===== src/rtl/t05_bitstream_arbiter.sv =====
// ----------------------------------------------------------------------------
// t05_bitstream_arbiter
//
// Shares one packed SRAM write port between two serial bit producers
// (src0 = header synthesis, src1 = codeword translation). One source owns the
// packer at a time. Its accepted bits are packed MSB-first into WORD_W-bit
// words. Each completed word is written through a req/ack handshake at an
// auto-incrementing address. On flush, the final partial word is zero-padded
// and written, and then done pulses for one cycle.
//
// Configuration macro:
//   T05_BITARB_RR_EN  defined   -> round-robin arbitration between sources
//                     undefined -> fixed priority, src0 wins
//
// Ports:
//   clk        clock
//   rst        asynchronous active-high reset
//   src_en     [1:0] per-source bit valid / request
//   src_bit    [1:0] per-source serial data bit
//   src_last   [1:0] per-source end-of-segment, releases the grant
//   src_ready  [1:0] bit accepted when en && ready
//   grant      [1:0] one-hot current owner, 2'b00 when idle
//   flush      end-of-stream request (honoured only in IDLE)
//   wr_req     write request, held until wr_ack
//   wr_addr    [ADDR_W-1:0] word address
//   wr_data    [WORD_W-1:0] packed word
//   wr_ack     write accepted, one-cycle pulse
//   busy       not IDLE, or a word is still pending
//   done       one-cycle pulse after flush has drained
// ----------------------------------------------------------------------------
module t05_bitstream_arbiter #(
    parameter int                 WORD_W    = 32,
    parameter int                 ADDR_W    = 32,
    parameter logic [ADDR_W-1:0]  BASE_ADDR = 32'h3300_0000
) (
    input  logic              clk,
    input  logic              rst,
    input  logic [1:0]        src_en,
    input  logic [1:0]        src_bit,
    input  logic [1:0]        src_last,
    output logic [1:0]        src_ready,
    output logic [1:0]        grant,
    input  logic              flush,
    output logic              wr_req,
    output logic [ADDR_W-1:0] wr_addr,
    output logic [WORD_W-1:0] wr_data,
    input  logic              wr_ack,
    output logic              busy,
    output logic              done
);

    localparam int                CNT_W     = $clog2(WORD_W);
    localparam logic [CNT_W-1:0]  CNT_MAX   = CNT_W'(WORD_W - 1);
    localparam logic [CNT_W-1:0]  CNT_ZERO  = {CNT_W{1'b0}};
    localparam logic [CNT_W-1:0]  CNT_ONE   = CNT_W'(1);
    localparam logic [ADDR_W-1:0] ADDR_STEP = ADDR_W'(WORD_W / 8);
    localparam logic [CNT_W:0]    WORD_BITS = (CNT_W + 1)'(WORD_W);

    typedef enum logic [2:0] {
        IDLE       = 3'd0,
        GRANT0     = 3'd1,
        GRANT1     = 3'd2,
        FLUSH_LOAD = 3'd3,
        FLUSH_WAIT = 3'd4,
        DONE       = 3'd5
    } state_t;

    state_t            state_r;
    state_t            state_nxt_s;
    logic [WORD_W-1:0] pack_r;
    logic [CNT_W-1:0]  cnt_r;
    logic              pend_v_r;
    logic [WORD_W-1:0] pend_data_r;
    logic [ADDR_W-1:0] addr_r;

    logic              stall_s;
    logic              acc_s;
    logic              bit_s;
    logic              last_s;
    logic              ack_s;
    logic              word_done_s;
    logic              flush_load_s;
    logic              pick1_s;
    logic [CNT_W:0]    pad_shift_s;

    // A full shift register can only take its last bit if the pending slot
    // frees up this cycle (or is already free).
    assign stall_s      = (cnt_r == CNT_MAX) && pend_v_r && !wr_ack;
    assign src_ready    = {(state_r == GRANT1) && !stall_s, (state_r == GRANT0) && !stall_s};
    assign acc_s        = |(src_en & src_ready);
    assign bit_s        = (state_r == GRANT1) ? src_bit[1] : src_bit[0];
    assign last_s       = (state_r == GRANT1) ? src_last[1] : src_last[0];
    assign ack_s        = wr_ack && pend_v_r;
    assign word_done_s  = acc_s && (cnt_r == CNT_MAX);
    assign flush_load_s = (state_r == FLUSH_LOAD) && !pend_v_r && (cnt_r != CNT_ZERO);
    assign pad_shift_s  = WORD_BITS - {1'b0, cnt_r};

    assign grant   = {state_r == GRANT1, state_r == GRANT0};
    assign wr_req  = pend_v_r;
    assign wr_addr = addr_r;
    assign wr_data = pend_data_r;
    assign busy    = (state_r != IDLE) || pend_v_r;
    assign done    = (state_r == DONE);

`ifdef T05_BITARB_RR_EN
    // last_served_r = 1 means src1 released last, so src0 wins the next tie.
    logic last_served_r;

    // Remember which source released the grant most recently.
    always_ff @(posedge clk or posedge rst) begin
        if (rst) begin
            last_served_r <= 1'b1;
        end else if ((state_r == GRANT0 || state_r == GRANT1) && last_s) begin
            last_served_r <= (state_r == GRANT1);
        end else begin
            last_served_r <= last_served_r;
        end
    end

    assign pick1_s = !last_served_r;
`else
    assign pick1_s = 1'b0;
`endif

    // State register.
    always_ff @(posedge clk or posedge rst) begin
        if (rst) begin
            state_r <= IDLE;
        end else begin
            state_r <= state_nxt_s;
        end
    end

    // Next-state logic: flush beats requests in IDLE; ties go to the arbiter.
    always_comb begin
        state_nxt_s = state_r;
        case (state_r)
            IDLE: begin
                if (flush) begin
                    state_nxt_s = FLUSH_LOAD;
                end else if (src_en[0] && src_en[1]) begin
                    state_nxt_s = pick1_s ? GRANT1 : GRANT0;
                end else if (src_en[0]) begin
                    state_nxt_s = GRANT0;
                end else if (src_en[1]) begin
                    state_nxt_s = GRANT1;
                end else begin
                    state_nxt_s = IDLE;
                end
            end
            GRANT0, GRANT1: begin
                if (last_s) begin
                    state_nxt_s = IDLE;
                end else begin
                    state_nxt_s = state_r;
                end
            end
            FLUSH_LOAD: begin
                if (!pend_v_r) begin
                    state_nxt_s = FLUSH_WAIT;
                end else begin
                    state_nxt_s = FLUSH_LOAD;
                end
            end
            FLUSH_WAIT: begin
                if (!pend_v_r) begin
                    state_nxt_s = DONE;
                end else begin
                    state_nxt_s = FLUSH_WAIT;
                end
            end
            DONE:    state_nxt_s = IDLE;
            default: state_nxt_s = IDLE;
        endcase
    end

    // Bit packer: shift in accepted bits, clear when a stream finishes.
    always_ff @(posedge clk or posedge rst) begin
        if (rst) begin
            pack_r <= {WORD_W{1'b0}};
            cnt_r  <= CNT_ZERO;
        end else if (state_r == DONE) begin
            pack_r <= {WORD_W{1'b0}};
            cnt_r  <= CNT_ZERO;
        end else if (acc_s) begin
            pack_r <= {pack_r[WORD_W-2:0], bit_s};
            cnt_r  <= word_done_s ? CNT_ZERO : (cnt_r + CNT_ONE);
        end else if (flush_load_s) begin
            pack_r <= pack_r;
            cnt_r  <= CNT_ZERO;
        end else begin
            pack_r <= pack_r;
            cnt_r  <= cnt_r;
        end
    end

    // Pending word slot: a new load wins over a same-cycle ack so the ack
    // retires the old word while the new one takes its place.
    always_ff @(posedge clk or posedge rst) begin
        if (rst) begin
            pend_v_r    <= 1'b0;
            pend_data_r <= {WORD_W{1'b0}};
        end else if (word_done_s) begin
            pend_v_r    <= 1'b1;
            pend_data_r <= {pack_r[WORD_W-2:0], bit_s};
        end else if (flush_load_s) begin
            pend_v_r    <= 1'b1;
            pend_data_r <= pack_r << pad_shift_s;
        end else if (ack_s) begin
            pend_v_r    <= 1'b0;
            pend_data_r <= pend_data_r;
        end else begin
            pend_v_r    <= pend_v_r;
            pend_data_r <= pend_data_r;
        end
    end

    // Write address: advance per retired word, rewind at end of stream.
    always_ff @(posedge clk or posedge rst) begin
        if (rst) begin
            addr_r <= BASE_ADDR;
        end else if (state_r == DONE) begin
            addr_r <= BASE_ADDR;
        end else if (ack_s) begin
            addr_r <= addr_r + ADDR_STEP;
        end else begin
            addr_r <= addr_r;
        end
    end

endmodule


===== config.mk =====
export PLATFORM = sky130hd
export DESIGN_NAME = t05_bitstream_arbiter
export DESIGN_NICKNAME = d
export VERILOG_FILES = /design/src/rtl/t05_bitstream_arbiter.sv
export SDC_FILE = /design/constraint.sdc
export NUM_CORES = 1
export LEC_CHECK = 0
export ABC_AREA = 0
export CAP_MARGIN = 20
export CORE_ASPECT_RATIO = 1.25
export CORE_UTILIZATION = 50
export DETAILED_ROUTE_END_ITERATION = 10
export GPL_TIMING_DRIVEN = 1
export MAX_ROUTING_LAYER = met4
export PLACE_DENSITY_LB_ADDON = 0.15
export SYNTH_ARGS = -nofsm -noshare
export SYNTH_HDL_FRONTEND = slang
export SYNTH_SLANG_ARGS = --single-unit

===== constraint.sdc =====
create_clock -name clk -period 4.43 [get_ports clk]
set_clock_uncertainty 0.2 [all_clocks]
set_input_delay 0.886 -clock clk [delete_from_list [all_inputs] [get_ports clk]]
set_output_delay 0.886 -clock clk [all_outputs]
set_load 0.03 [all_outputs]

# Yosys cells after proc, flatten, opt, wreduce, memory -nomap -nowiden
# Cells that the tools add are included.
[totals]
register_bits = 105
[op_classes]
n_reduce_logical = 23
n_eq_ne = 7
add_sub_neg = 3
bitwise_logic = 1
mux = 23
shift = 1
[ops]
columns = ["operator", "count"]
rows = [
  ["$mux W32", 6],
  ["$add A32 B3 Y32 const B", 1],
  ["$shl A32 B6 Y32", 1],
  ["$mux W5", 4],
  ["$pmux W3 S4", 1],
  ["$logic_and A1 B1 Y1", 9],
  ["$reduce_bool A3 Y1", 3],
  ["$mux W2", 4],
  ["$eq A3 B2 Y1 const B", 2],
  ["$eq A3 B3 Y1 const B", 2],
  ["$mux W1", 6],
  ["$mux W3", 2],
  ["$reduce_bool A2 Y1", 3],
  ["$sub A6 B5 Y6 const A", 1],
  ["$add A5 B1 Y5 const B", 1],
  ["$eq A5 B5 Y1 const B", 1],
  ["$reduce_bool A5 Y1", 1],
  ["$reduce_or A2 Y1", 2],
  ["$eq A3 B1 Y1 const B", 1],
  ["$logic_not A1 Y1", 3],
  ["$logic_not A3 Y1", 1],
  ["$and A2 B2 Y2", 1],
  ["$ne A2 B2 Y1 const B", 1],
  ["$logic_or A1 B1 Y1", 1],
]

# Logic depth before layout (Yosys ltp)
# Gate-level depths: netlist of run 1.
[depth]
ltp_word = 11
depth_mapped = 14
depth_no_buf = 9

# Least setup slack after synthesis of run 1
# No wires, ideal clock.
[synth_path]
path_type = "flip-flop to flip-flop"
from = "register cnt_r[0]"
to = "register pend_data_r[13] (netlist: wr_data[13])"
setup_time_ns = 0.126
path_stages_with_launch = 14
t_arrival_ns = 2.895
t_required_ns = 4.104
slack_ns = 1.209
path_buffers = 6
cell_sequence = "dfrtp_1 -> buf_6 -> buf_4 -> buf_4 -> inv_2 -> buf_4 -> ha_1 -> nor3b_1 -> ha_1 -> or4_1 -> buf_2 -> clkbuf_1 -> and3_1 -> a221o_1"
[synth_via]
elab_chain_cells = 9
word_cells_on_any_way = 16
[synth_lines]
columns = ["element", "line_no", "text"]
rows = [
  ["start, declared", "71", "logic [CNT_W-1:0] cnt_r;"],
  ["start signal, assigned", "187", "cnt_r <= word_done_s ? CNT_ZERO : (cnt_r + CNT_ONE);"],
  ["start signal, assigned", "193", "cnt_r <= cnt_r;"],
  ["branches (longest 9 deep; another with $sub A6 B5 Y6)", "--", ""],
  ["end signal, assigned", "202", "pend_data_r <= {WORD_W{1'b0}};"],
  ["end signal, assigned", "205", "pend_data_r <= {pack_r[WORD_W-2:0], bit_s};"],
  ["end signal, assigned", "208", "pend_data_r <= pack_r << pad_shift_s;"],
  ["end, declared", "73", "logic [WORD_W-1:0] pend_data_r;"],
]
# Parallel ways; which one is timed is not known. The select of a mux whose other input is x is not followed.
# A chain may end at the register's enable or synchronous reset.

# Final worst setup path of run 1
[layout_path]
from = "input port wr_ack"
to = "output port src_ready[0]"
[layout_via]
elab_chain_cells = 4
[layout_lines]
columns = ["element", "line_no", "text"]
rows = [
  ["start, declared", "47", "input logic wr_ack,"],
  ["$logic_not A1 Y1", "88", "assign stall_s = (cnt_r == CNT_MAX) && pend_v_r && !wr_ack;"],
  ["$logic_and A1 B1 Y1", "88", ""],
  ["$logic_not A1 Y1", "89", "assign src_ready = {(state_r == GRANT1) && !stall_s, (state_r == GRANT0) && !stall_s};"],
  ["$logic_and A1 B1 Y1", "89", ""],
  ["end, declared", "41", "output logic [1:0] src_ready,"],
]
# Every way passes these cells.

==> results.sh, run 1 <==
export IMPL_cp_data_arrival_time_ns=2.61
export IMPL_final_critical_path_setup_slack_ns=0.738
export IMPL_post_route_cells_drive_above_1_share_pct=9.16
export IMPL_cts_reportedPaths_clkPinSlew_ns=0.08
export IMPL_critical_path_required_ns=3.34
export IMPL_ys_flop_type="sky130_fd_sc_hd__dfrtp_1"
export IMPL_layout_commonest_cell="sky130_fd_sc_hd__nand2_1"
export IMPL_layout_area_overhead_vs_synth_pct=19.1
export IMPL_finalWeightedCongestion=0.976
export IMPL_number_of_distinct_library_cells_after_synthesis=65
export IMPL_leakagePower_nw=3.48
export IMPL_worstSetupPathType="in -> out"
export IMPL_reg2regPathDepth=9
export IMPL_worstMarginPinSlew_ns=0.754
export IMPL_seq_power_share_pct=27.1
export IMPL_cts_tree="built"
export IMPL_r2r_start="cnt_r[1]$_DFFE_PP0P_"
export IMPL_leading_cell_types_by_total_area_after_synthesis="sky130_fd_sc_hd__dfrtp_1 (39%), sky130_fd_sc_hd__nand2_1 (9.0%), sky130_fd_sc_hd__mux2i_1 (7.0%)"
export IMPL_routed_via_density=6.05
export IMPL_dp_final_hpwl_um=12400
export IMPL_dr_total_vias=5549
export IMPL_tritoncts_num_buffers=9
export IMPL_ys_warnings_count=0
export IMPL_timing_hold_worst_class="reg -> reg"
export IMPL_syn_avg_cell_area_um2=9.13
export IMPL_async_reset_ff_share_pct=100
export IMPL_drt_antenna_violating_nets=0
export IMPL_synth_edf_count=0
export IMPL_layout_nets=763
export IMPL_portbufs=78
export IMPL_layout_min_cycle_time_ns=3.69
export IMPL_holdPathStages=2
export IMPL_gr_usage_all_layers_pct=29.0
export IMPL_cap_violations=0
export IMPL_antenna_found_initial=0
export IMPL_placementRows=45
export IMPL_dr_first_iter_drc_count=395
export IMPL_post_route_drc_count=0
export IMPL_final_min_period_over_clock_period_pct=83.3
export IMPL_power_internal_mw=2.79
export IMPL_slew_violations=0
export IMPL_most_common_layout_cells="sky130_fd_sc_hd__nand2_1 (152), sky130_fd_sc_hd__dfrtp_1 (99), sky130_fd_sc_hd__clkdlybuf4s50_1 (78)"
export IMPL_setup_viol=0
export IMPL_cts_root_buffer_type="sky130_fd_sc_hd__clkbuf_16"
export IMPL_dieArea_um2=13100
export IMPL_synth_area_um2=6320
export IMPL_switching_share_pct=46.8
export IMPL_critPathLaunchType="primary input"
export IMPL_reg2reg_setup_slack_ns=1.16
export IMPL_floorplan_die_height_um=128
export IMPL_yosys_area_top_type="sky130_fd_sc_hd__dfrtp_1"
export IMPL_largest_vdd_supply_drop_mv=0.375
export IMPL_relSlewSlack_pct=49.7
export IMPL_detail_route_wirelength_um=17300
export IMPL_pin_count=81
export IMPL_firstDrtPassIters=5
export IMPL_globalRouteOverflowTotal=0
export IMPL_critical_path_max_fanout=6
export IMPL_fmax_mhz=271
export IMPL_end_kind="primary output"
export IMPL_coreArea_um2=12200
export IMPL_portion_of_synthesized_cell_area_occupied_by_the_leading_cell_type_pct=39.2
export IMPL_power_density_cell_area_nw_per_um2=695
export IMPL_cts_sinks=103
export IMPL_grt_pass1_wl_um=28200
export IMPL_finalPower_mw=5.23
export IMPL_worstReg2RegEnd="wr_data[20]$_DFFE_PP0P_"
export IMPL_cts_max_level=3
export IMPL_tns_ns=0
export IMPL_grt_max_degree=44
export IMPL_post_cts_setup_buffers=0
export IMPL_timing_final_hold_violations=0
export IMPL_post_drt_wl_per_cell_um=18.9
export IMPL_p_comb_share_pct=55.7
export IMPL_status="complete, no violations"
export IMPL_antenna_cells=0
export IMPL_first_global_vias=5424
export IMPL_layout_core_utilization_pct=61.6
export IMPL_postSynthCellCount=692
export IMPL_clk_latency_ns=0.35
export IMPL_initial_core_util_pct=51.7
export IMPL_min_to="wr_data[22]$_DFFE_PP0P_"
export IMPL_hp_start="wr_data[22]$_DFFE_PP0P_"
export IMPL_clk_path_buf_depth=2
export IMPL_dieWidth_um=103
export IMPL_unrepaired_setup_endpoints_after_global_routing="no"
export IMPL_finalHoldWorstSlack_ns=0.338
export IMPL_cts_repair_resize_count=0
export IMPL_ys_ff_latch=103
export IMPL_seq_area_frac_synth_pct=40.9
export IMPL_post_cts_hold_buffer_count=0
export IMPL_placement_setup_worst_slack_ns=0.736
export IMPL_clkPwrFrac_pct=17.1
export IMPL_netSwitchingPower_mw=2.45
[metal layers]
layer | vias to the layer above | wire length (µm) | GRT usage [%]
met5 | - | 0 | -
met4 | 0 | 620 | 12.0
met3 | 53 | 868 | 3.93
met2 | 207 | 8750 | 47.8
met1 | 2718 | 7070 | 35.4
li1 | 2571 | - | -
[cell families (layout without fill, tap and decap cells)]
group	Yosys count	count (layout)	share of synthesized area, %
AND/OR/NAND/NOR	341	341	26.5
flip-flops	103	103	40.9
AO/OA/AOI/OAI	93	93	9.94
multiplexers	61	61	13.0
buffers and inverters	60	120	4.77
XOR/XNOR	28	28	3.88
adder cells (fa/ha/maj)	5	5	0.990
other	1	2	0.0593
[how the worst max path moves through the flow]
stage	start	to	slack (ns)	cells after the start
5_1_grt	cnt_r[1]$_DFFE_PP0P_	src_ready[0]	0.62	6
3_3_place_gp	wr_ack	src_ready[0]	0.74	4
6_report	wr_ack	src_ready[0]	0.74	4
2_1_floorplan	rst	cnt_r[0]$_DFFE_PP0P_	0.65	1
4_1_cts	cnt_r[1]$_DFFE_PP0P_	src_ready[0]	0.73	6
3_5_place_dp	wr_ack	src_ready[0]	0.74	4
[synthesized netlist by cell type (8+ instances only)]
cell type,number
sky130_fd_sc_hd__nand2_1,152
sky130_fd_sc_hd__dfrtp_1,99
sky130_fd_sc_hd__nand3_1,66
sky130_fd_sc_hd__mux2i_1,44
sky130_fd_sc_hd__nor2_1,41
sky130_fd_sc_hd__and3_1,24
sky130_fd_sc_hd__a21oi_1,23
sky130_fd_sc_hd__o21ai_0,22
sky130_fd_sc_hd__xor2_1,18
sky130_fd_sc_hd__clkbuf_1,15
sky130_fd_sc_hd__nand4_1,15
sky130_fd_sc_hd__buf_2,13
sky130_fd_sc_hd__a221o_1,11
sky130_fd_sc_hd__inv_1,10
sky130_fd_sc_hd__mux4_2,10
sky130_fd_sc_hd__xnor2_1,10
sky130_fd_sc_hd__a31oi_1,9
sky130_fd_sc_hd__buf_1,8
sky130_fd_sc_hd__buf_4,8
[state kept, by name, summed over array words and instances, names as in the netlist]
register and flops:
cnt_r 5, pack_r 32, state_r 3, wr_addr 30, wr_data 32, wr_req 1
[cell type report]
class                   count  area [µm²]
well taps                 164         205
clock inverters             5        86.3
inverters                  12        47.5
multi-input cells         530        3450
flip-flops and latches    103        2580
repair buffers             92         898
fillers                  1093        4690
clock buffers              11         253
[through the flow]
| stage | std cells | cell area [µm²] |
|---|---|---|
| 6_report | 917 | 7530 |
| 5_1_grt | 917 | 7530 |
| 4_1_cts | 917 | 7530 |
| 3_5_place_dp | 901 | 7190 |
| 3_3_place_gp | 901 | 7190 |
| 2_1_floorplan | 693 | 6320 |
[worst max-delay path, stage by stage]
cell	delay, ns
sky130_fd_sc_hd__clkdlybuf4s50_1	0.57
sky130_fd_sc_hd__and3b_1	0.26
sky130_fd_sc_hd__nor3_1	0.19
sky130_fd_sc_hd__clkdlybuf4s50_1	0.69
[power by group through the flow]
| stage | Combinational [mW] | Sequential [mW] | Clock [mW] |
|---|---|---|---|
| after floorplan | 1.92 | 1.57 | 0 |
| after global routing | 3.13 | 1.44 | 0.945 |
| after detailed placement | 2.89 | 1.43 | 0 |
| final | 2.92 | 1.42 | 0.897 |
| after CTS | 2.90 | 1.42 | 0.906 |
| after global placement | 2.84 | 1.42 | 0 |
(Power assumes the default switching activity.)
==> inputs of run 2 (changes only) <==
clock period = 3.2 ns   (was 4.43 ns; I/O delays follow)
==> run 2 against run 1 <==
Total power up 39%. Clock-buffer cell count unchanged. Final cell count up 1.5%. Non-clock buffer count up 14. Critical path depth up 2. Routed wire length up 2.8%. Hold slack worse by 0.017 ns. First-iteration DRC count down 5.1%. Critical endpoint unchanged. Critical path type is now reg -> out. Clock power up 27%.
==> results.sh, run 2 (synthesis gave the netlist of run 1 again) <==
export IMPL_status="complete, no violations"
export IMPL_layout_commonest_cell="sky130_fd_sc_hd__nand2_1"
export IMPL_layout_area_overhead_vs_synth_pct=20.4
export IMPL_post_drt_wl_per_cell_um=19.1
export IMPL_layout_min_cycle_time_ns=3.07
export IMPL_routed_via_density=6.04
export IMPL_worstMarginPinSlew_ns=0.604
export IMPL_reg2reg_setup_slack_ns=0.21
export IMPL_critical_path_required_ns=2.36
export IMPL_end_kind="primary output"
export IMPL_post_cts_hold_buffer_count=0
export IMPL_timing_hold_worst_class="reg -> reg"
export IMPL_dr_total_vias=5627
export IMPL_cts_reportedPaths_clkPinSlew_ns=0.07
export IMPL_holdPathStages=2
export IMPL_cts_root_buffer_type="sky130_fd_sc_hd__clkbuf_16"
export IMPL_grt_pass1_wl_um=28800
export IMPL_worstSetupPathType="reg -> out"
export IMPL_dieArea_um2=13100
export IMPL_cap_violations=0
export IMPL_portbufs=78
export IMPL_post_route_drc_count=0
export IMPL_dp_cells=915
export IMPL_timing_final_hold_violations=0
export IMPL_slew_violations=0
export IMPL_critical_path_max_fanout=5
export IMPL_placementRows=45
export IMPL_antenna_found_initial=0
export IMPL_grt_max_degree=104
export IMPL_power_density_cell_area_nw_per_um2=953
export IMPL_gr_usage_all_layers_pct=29.9
export IMPL_largest_vdd_supply_drop_mv=0.575
export IMPL_post_route_cells_drive_above_1_share_pct=10.8
export IMPL_layout_nets=777
export IMPL_critPathLaunchType="flip-flop"
export IMPL_most_common_layout_cells="sky130_fd_sc_hd__nand2_1 (152), sky130_fd_sc_hd__dfrtp_1 (99), sky130_fd_sc_hd__clkdlybuf4s50_1 (75)"
export IMPL_dieWidth_um=103
export IMPL_leakagePower_nw=3.53
export IMPL_cp_data_arrival_time_ns=2.23
export IMPL_dp_final_hpwl_um=12800
export IMPL_tritoncts_num_buffers=9
export IMPL_drt_antenna_violating_nets=0
export IMPL_firstDrtPassIters=5
export IMPL_cts_max_level=3
export IMPL_cts_tree="built"
export IMPL_clk_latency_ns=0.35
export IMPL_worstReg2RegEnd="wr_data[2]$_DFFE_PP0P_"
export IMPL_floorplan_die_height_um=128
export IMPL_detail_route_wirelength_um=17800
export IMPL_layout_cells_non_filler=931
export IMPL_cts_sinks=103
export IMPL_hp_start="pack_r[31]$_DFFE_PP0P_"
export IMPL_fmax_mhz=325
export IMPL_min_to="pack_r[31]$_DFFE_PP0P_"
export IMPL_setup_viol=0
export IMPL_finalWeightedCongestion=0.967
export IMPL_dr_first_iter_drc_count=375
export IMPL_first_global_vias=5534
export IMPL_reg2regPathDepth=9
export IMPL_initial_core_util_pct=51.7
export IMPL_clk_path_buf_depth=2
export IMPL_tns_ns=0
export IMPL_relSlewSlack_pct=59.6
export IMPL_antenna_cells=0
export IMPL_coreArea_um2=12200
export IMPL_unrepaired_setup_endpoints_after_global_routing="no"
export IMPL_globalRouteOverflowTotal=0
export IMPL_pin_count=81
export IMPL_final_min_period_over_clock_period_pct=96.0
export IMPL_r2r_start="cnt_r[1]$_DFFE_PP0P_"
## run 2: cell count changes in the layout (fill, tap and decap cells not counted)
cell                              change
sky130_fd_sc_hd__clkbuf_8             -1
sky130_fd_sc_hd__buf_12               +1
sky130_fd_sc_hd__clkinvlp_4           +2
sky130_fd_sc_hd__inv_4                -1
sky130_fd_sc_hd__bufinv_16            -1
sky130_fd_sc_hd__dlygate4sd2_1        +1
sky130_fd_sc_hd__buf_4               +14
sky130_fd_sc_hd__clkdlybuf4s50_1      -3
sky130_fd_sc_hd__clkdlybuf4s15_1      +1
sky130_fd_sc_hd__clkbuf_1             +1
## run 2: critical path, stage by stage, from the launching register on
cell                              delay [ns]
sky130_fd_sc_hd__dfrtp_1                0.42
sky130_fd_sc_hd__ha_1                   0.24
sky130_fd_sc_hd__and3_1                 0.19
sky130_fd_sc_hd__ha_1                   0.24
sky130_fd_sc_hd__and3b_1                0.22
sky130_fd_sc_hd__nor3_1                 0.17
sky130_fd_sc_hd__clkdlybuf4s15_1        0.39
## run 2: how the worst max path moves through the flow
stage / start / endpoint / slack (ns) / depth (start not counted)
after floorplan: cnt_r[0]$_DFFE_PP0P_ / wr_data[13]$_DFFE_PP0P_ / 0.03 / 13
after global placement: wr_ack / src_ready[0] / 0.12 / 4
after detailed placement: wr_ack / src_ready[0] / 0.15 / 4
after CTS: cnt_r[0]$_DFFE_PP0P_ / src_ready[0] / 0.11 / 6
after global routing: cnt_r[0]$_DFFE_PP0P_ / src_ready[0] / 0.0001 / 6
final: cnt_r[0]$_DFFE_PP0P_ / src_ready[0] / 0.13 / 6
## run 2: repair_timing
item                                    4_1_cts  5_1_grt
endpoints found under the setup margin        2        1
buffers inserted                              0        0
gates resized for setup                       2        1
## run 2: area by class of cell
class	count	area [µm²]
fill	1076	4610
multi-input combinational	530	3450
sequential	103	2580
timing repair buffer	106	1010
clock buffer	11	243
tap	164	205
clock inverter	5	63.8
inverter	12	48.8
## run 2: per-layer routing
layer / vias up / part of all wire (%) / GRT usage (%)
met5: - / 0 / -
met3: 60 / 4.8 / 4.03
met4: 0 / 4.3 / 14.5
li1: 2599 / - / -
met1: 2756 / 41 / 36.3
met2: 212 / 50 / 48.9
## run 2: power by group
part           leakage (nW)  switching, mW  internal (mW)
registers              1.39          0.347           1.59
clock network         0.147          0.505          0.636
logic                  2.00           2.57           1.60
total                  3.53           3.43           3.83
## run 2: metrics by stage
| step | util [%] | instance area (µm²) | setup slack (ns) | power, mW | hold WS [ns] |
|---|---|---|---|---|---|
| global route | 62.3 | 7610 | 0.000126 | 7.67 | 0.370 |
| floorplan | - | 6330 | 0.0287 | 4.84 | 0.266 |
| finish | 62.3 | 7610 | 0.127 | 7.25 | 0.321 |
| global placement | 59.8 | 7300 | 0.123 | 6.00 | 0.280 |
| detailed placement | 59.8 | 7300 | 0.149 | 6.09 | 0.298 |
| CTS | 62.3 | 7610 | 0.113 | 7.23 | 0.314 |
==> inputs of run 3 (changes only) <==
CORE_UTILIZATION = 25   (was 50)
SLEW_MARGIN = 20   (was default)
clock period = 2.6 ns   (was 3.2 ns; I/O delays follow)
==> run 3 against run 2 <==
Critical path type is now reg -> reg. Utilization fell by 24 points. Combinational power rose by 93%. Non-clock buffer count rose by 119. Routed wire length rose by 25%. Global-route usage fell by 12 points. First-iteration DRC count rose by 4.8%. Sequential power rose by 23%. Critical path depth rose by 7. The flow now finishes with violations (negative setup slack). Total power rose by 63%. Clock power rose by 19%. Hold slack got worse by 0.0067 ns. Design area rose by 23%.
==> results.sh, run 3 (synthesis gave the netlist of run 1 again) <==
export IMPL_post_route_cells_drive_above_1_share_pct=31.4
export IMPL_cts_sinks=103
export IMPL_largest_vdd_supply_drop_mv=0.505
export IMPL_failed_checks="negative setup slack"
export IMPL_tns_ns=-0.103
export IMPL_dr_first_iter_drc_count=393
export IMPL_fmax_mhz=380
export IMPL_pin_count=81
export IMPL_tritoncts_num_buffers=9
export IMPL_critPathLaunchType="flip-flop"
export IMPL_wl_met3_um=955
export IMPL_end_kind="flip-flop"
export IMPL_clk_latency_ns=0.36
export IMPL_grt_max_degree=104
export IMPL_antenna_cells=0
export IMPL_finalWeightedCongestion=0.889
export IMPL_reg2regPathDepth=13
export IMPL_grt_pass1_wl_um=35100
export IMPL_cts_tree="built"
export IMPL_setup_viol=7
export IMPL_cell_type_of_the_slowest_stage_on_the_worst_timing_path="sky130_fd_sc_hd__dfrtp_2"
export IMPL_slew_violations=0
export IMPL_holdPathStages=2
export IMPL_portbufs=78
export IMPL_globalRouteOverflowTotal=0
export IMPL_worstMarginPinSlew_ns=0.575
export IMPL_cts_reportedPaths_clkPinSlew_ns=0.08
export IMPL_clk_path_buf_depth=2
export IMPL_first_global_vias=6115
export IMPL_initial_core_util_pct=25.6
export IMPL_final_min_period_over_clock_period_pct=101
export IMPL_dieWidth_um=144
export IMPL_dp_final_hpwl_um=16600
export IMPL_cts_max_level=3
export IMPL_coreArea_um2=24700
export IMPL_timing_hold_worst_class="reg -> reg"
export IMPL_cts_root_buffer_type="sky130_fd_sc_hd__clkbuf_16"
export IMPL_floorplan_die_height_um=180
export IMPL_dieArea_um2=25900
export IMPL_detail_route_wirelength_um=22300
export IMPL_leakagePower_nw=4.15
export IMPL_final_critical_path_setup_slack_ns=-0.0345
export IMPL_power_density_cell_area_nw_per_um2=1260
export IMPL_routed_via_density=4.92
export IMPL_firstDrtPassIters=4
export IMPL_dr_total_vias=5977
export IMPL_finalHoldWorstSlack_ns=0.314
export IMPL_crit_path_max_incr_delay_ns=0.44
export IMPL_layout_nets=896
export IMPL_reg2reg_setup_slack_ns=-0.03
export IMPL_layout_min_cycle_time_ns=2.63
export IMPL_placementRows=64
export IMPL_critical_path_max_fanout=5
export IMPL_worstSetupPathType="reg -> reg"
export IMPL_hp_start="pack_r[31]$_DFFE_PP0P_"
export IMPL_cp_data_arrival_time_ns=2.71
export IMPL_status="finished with violations"
export IMPL_layout_commonest_cell="sky130_fd_sc_hd__nand2_1"
export IMPL_post_drt_wl_per_cell_um=18.3
export IMPL_gr_usage_all_layers_pct=18.2
export IMPL_unrepaired_setup_endpoints_after_global_routing="yes"
export IMPL_post_cts_hold_buffer_count=0
export IMPL_detail_route_wirelength_met1_um=9000
export IMPL_relSlewSlack_pct=61.7
export IMPL_drt_antenna_violating_nets=0
export IMPL_post_route_drc_count=0
export IMPL_min_to="pack_r[31]$_DFFE_PP0P_"
export IMPL_cells_traversed_along_the_worst_timing_path="buf_6 > inv_6 > ha_4 > buf_12 > buf_8 > mux2i_4 > buf_6 > o22ai_4 > mux2i_1 > mux2i_1 > buf_4 > nand2_4 > a31oi_4"
export IMPL_r2r_start="cnt_r[0]$_DFFE_PP0P_"
export IMPL_most_common_layout_cells="sky130_fd_sc_hd__nand2_1 (146), sky130_fd_sc_hd__buf_4 (123), sky130_fd_sc_hd__dfrtp_1 (97)"
export IMPL_layout_area_overhead_vs_synth_pct=48.5
export IMPL_layout_core_utilization_pct=38.1
export IMPL_route_met2_wl_um=12000
export IMPL_timing_final_hold_violations=0
export IMPL_worstReg2RegEnd="wr_data[30]$_DFFE_PP0P_"
export IMPL_antenna_found_initial=0
export IMPL_highest_layer="met4"
export IMPL_cap_violations=0
export IMPL_critical_path_required_ns=2.68
[run 3: final cells by class]
cell class / count / area (µm²)
Fill cell: 2540 / 15300
Inverter: 12 / 53.8
Sequential cell: 103 / 2580
Multi-Input combinational cell: 530 / 3940
Clock buffer: 9 / 225
Timing Repair Buffer: 225 / 2100
Tap cell: 330 / 413
Clock inverter: 7 / 62.6
[run 3: worst max path at each step]
| stage | slack [ns] | startpoint | endpoint |
|---|---|---|---|
| CTS | -0.08 | cnt_r[0]$_DFFE_PP0P_ | wr_data[28]$_DFFE_PP0P_ |
| finish | -0.03 | cnt_r[0]$_DFFE_PP0P_ | wr_data[30]$_DFFE_PP0P_ |
| global route | -0.11 | cnt_r[0]$_DFFE_PP0P_ | wr_data[12]$_DFFE_PP0P_ |
| global placement | -0.18 | cnt_r[0]$_DFFE_PP0P_ | wr_data[28]$_DFFE_PP0P_ |
| floorplan | -0.25 | cnt_r[0]$_DFFE_PP0P_ | wr_data[13]$_DFFE_PP0P_ |
| detailed placement | -0.22 | cnt_r[0]$_DFFE_PP0P_ | wr_data[28]$_DFFE_PP0P_ |
[run 3: routing by layer]
layer	vias to the layer above	global-route usage (%)
li1	2839	-
met1	2946	21.5
met2	166	31.9
met3	26	2.82
met4	0	4.51
met5	-	-
[run 3: critical path: cells and delay by family (launching register included)]
family | cells | cell delay (ns)
buffers and inverters | 6 | 0.74
multiplexers | 3 | 0.53
flip-flops | 1 | 0.44
AO/OA/AOI/OAI | 2 | 0.38
adder cells (fa/ha/maj) | 1 | 0.21
AND/OR/NAND/NOR | 1 | 0.05
[run 3: timing repair]
action | in CTS | in global routing
setup endpoints to repair | 31 | 36
buffers inserted | 13 | 19
pin swaps | 12 | 21
gates resized for setup | 40 | 84
[run 3: through the flow]
step	cells	worst slack, ns	total power [mW]	instance area, µm²
2_1_floorplan	693	-0.246	6.26	6500
3_3_place_gp	1169	-0.181	8.83	8260
3_5_place_dp	1169	-0.218	8.84	8260
4_1_cts	1198	-0.0815	10.8	8820
5_1_grt	1216	-0.113	12.5	9390
6_report	1216	-0.0345	11.8	9390
[run 3: where the power goes]
| group | internal (mW) | switching (mW) | total, mW |
|---|---|---|---|
| clock | 0.675 | 0.689 | 1.36 |
| combinational | 3.84 | 4.24 | 8.07 |
| sequential | 1.96 | 0.424 | 2.38 |
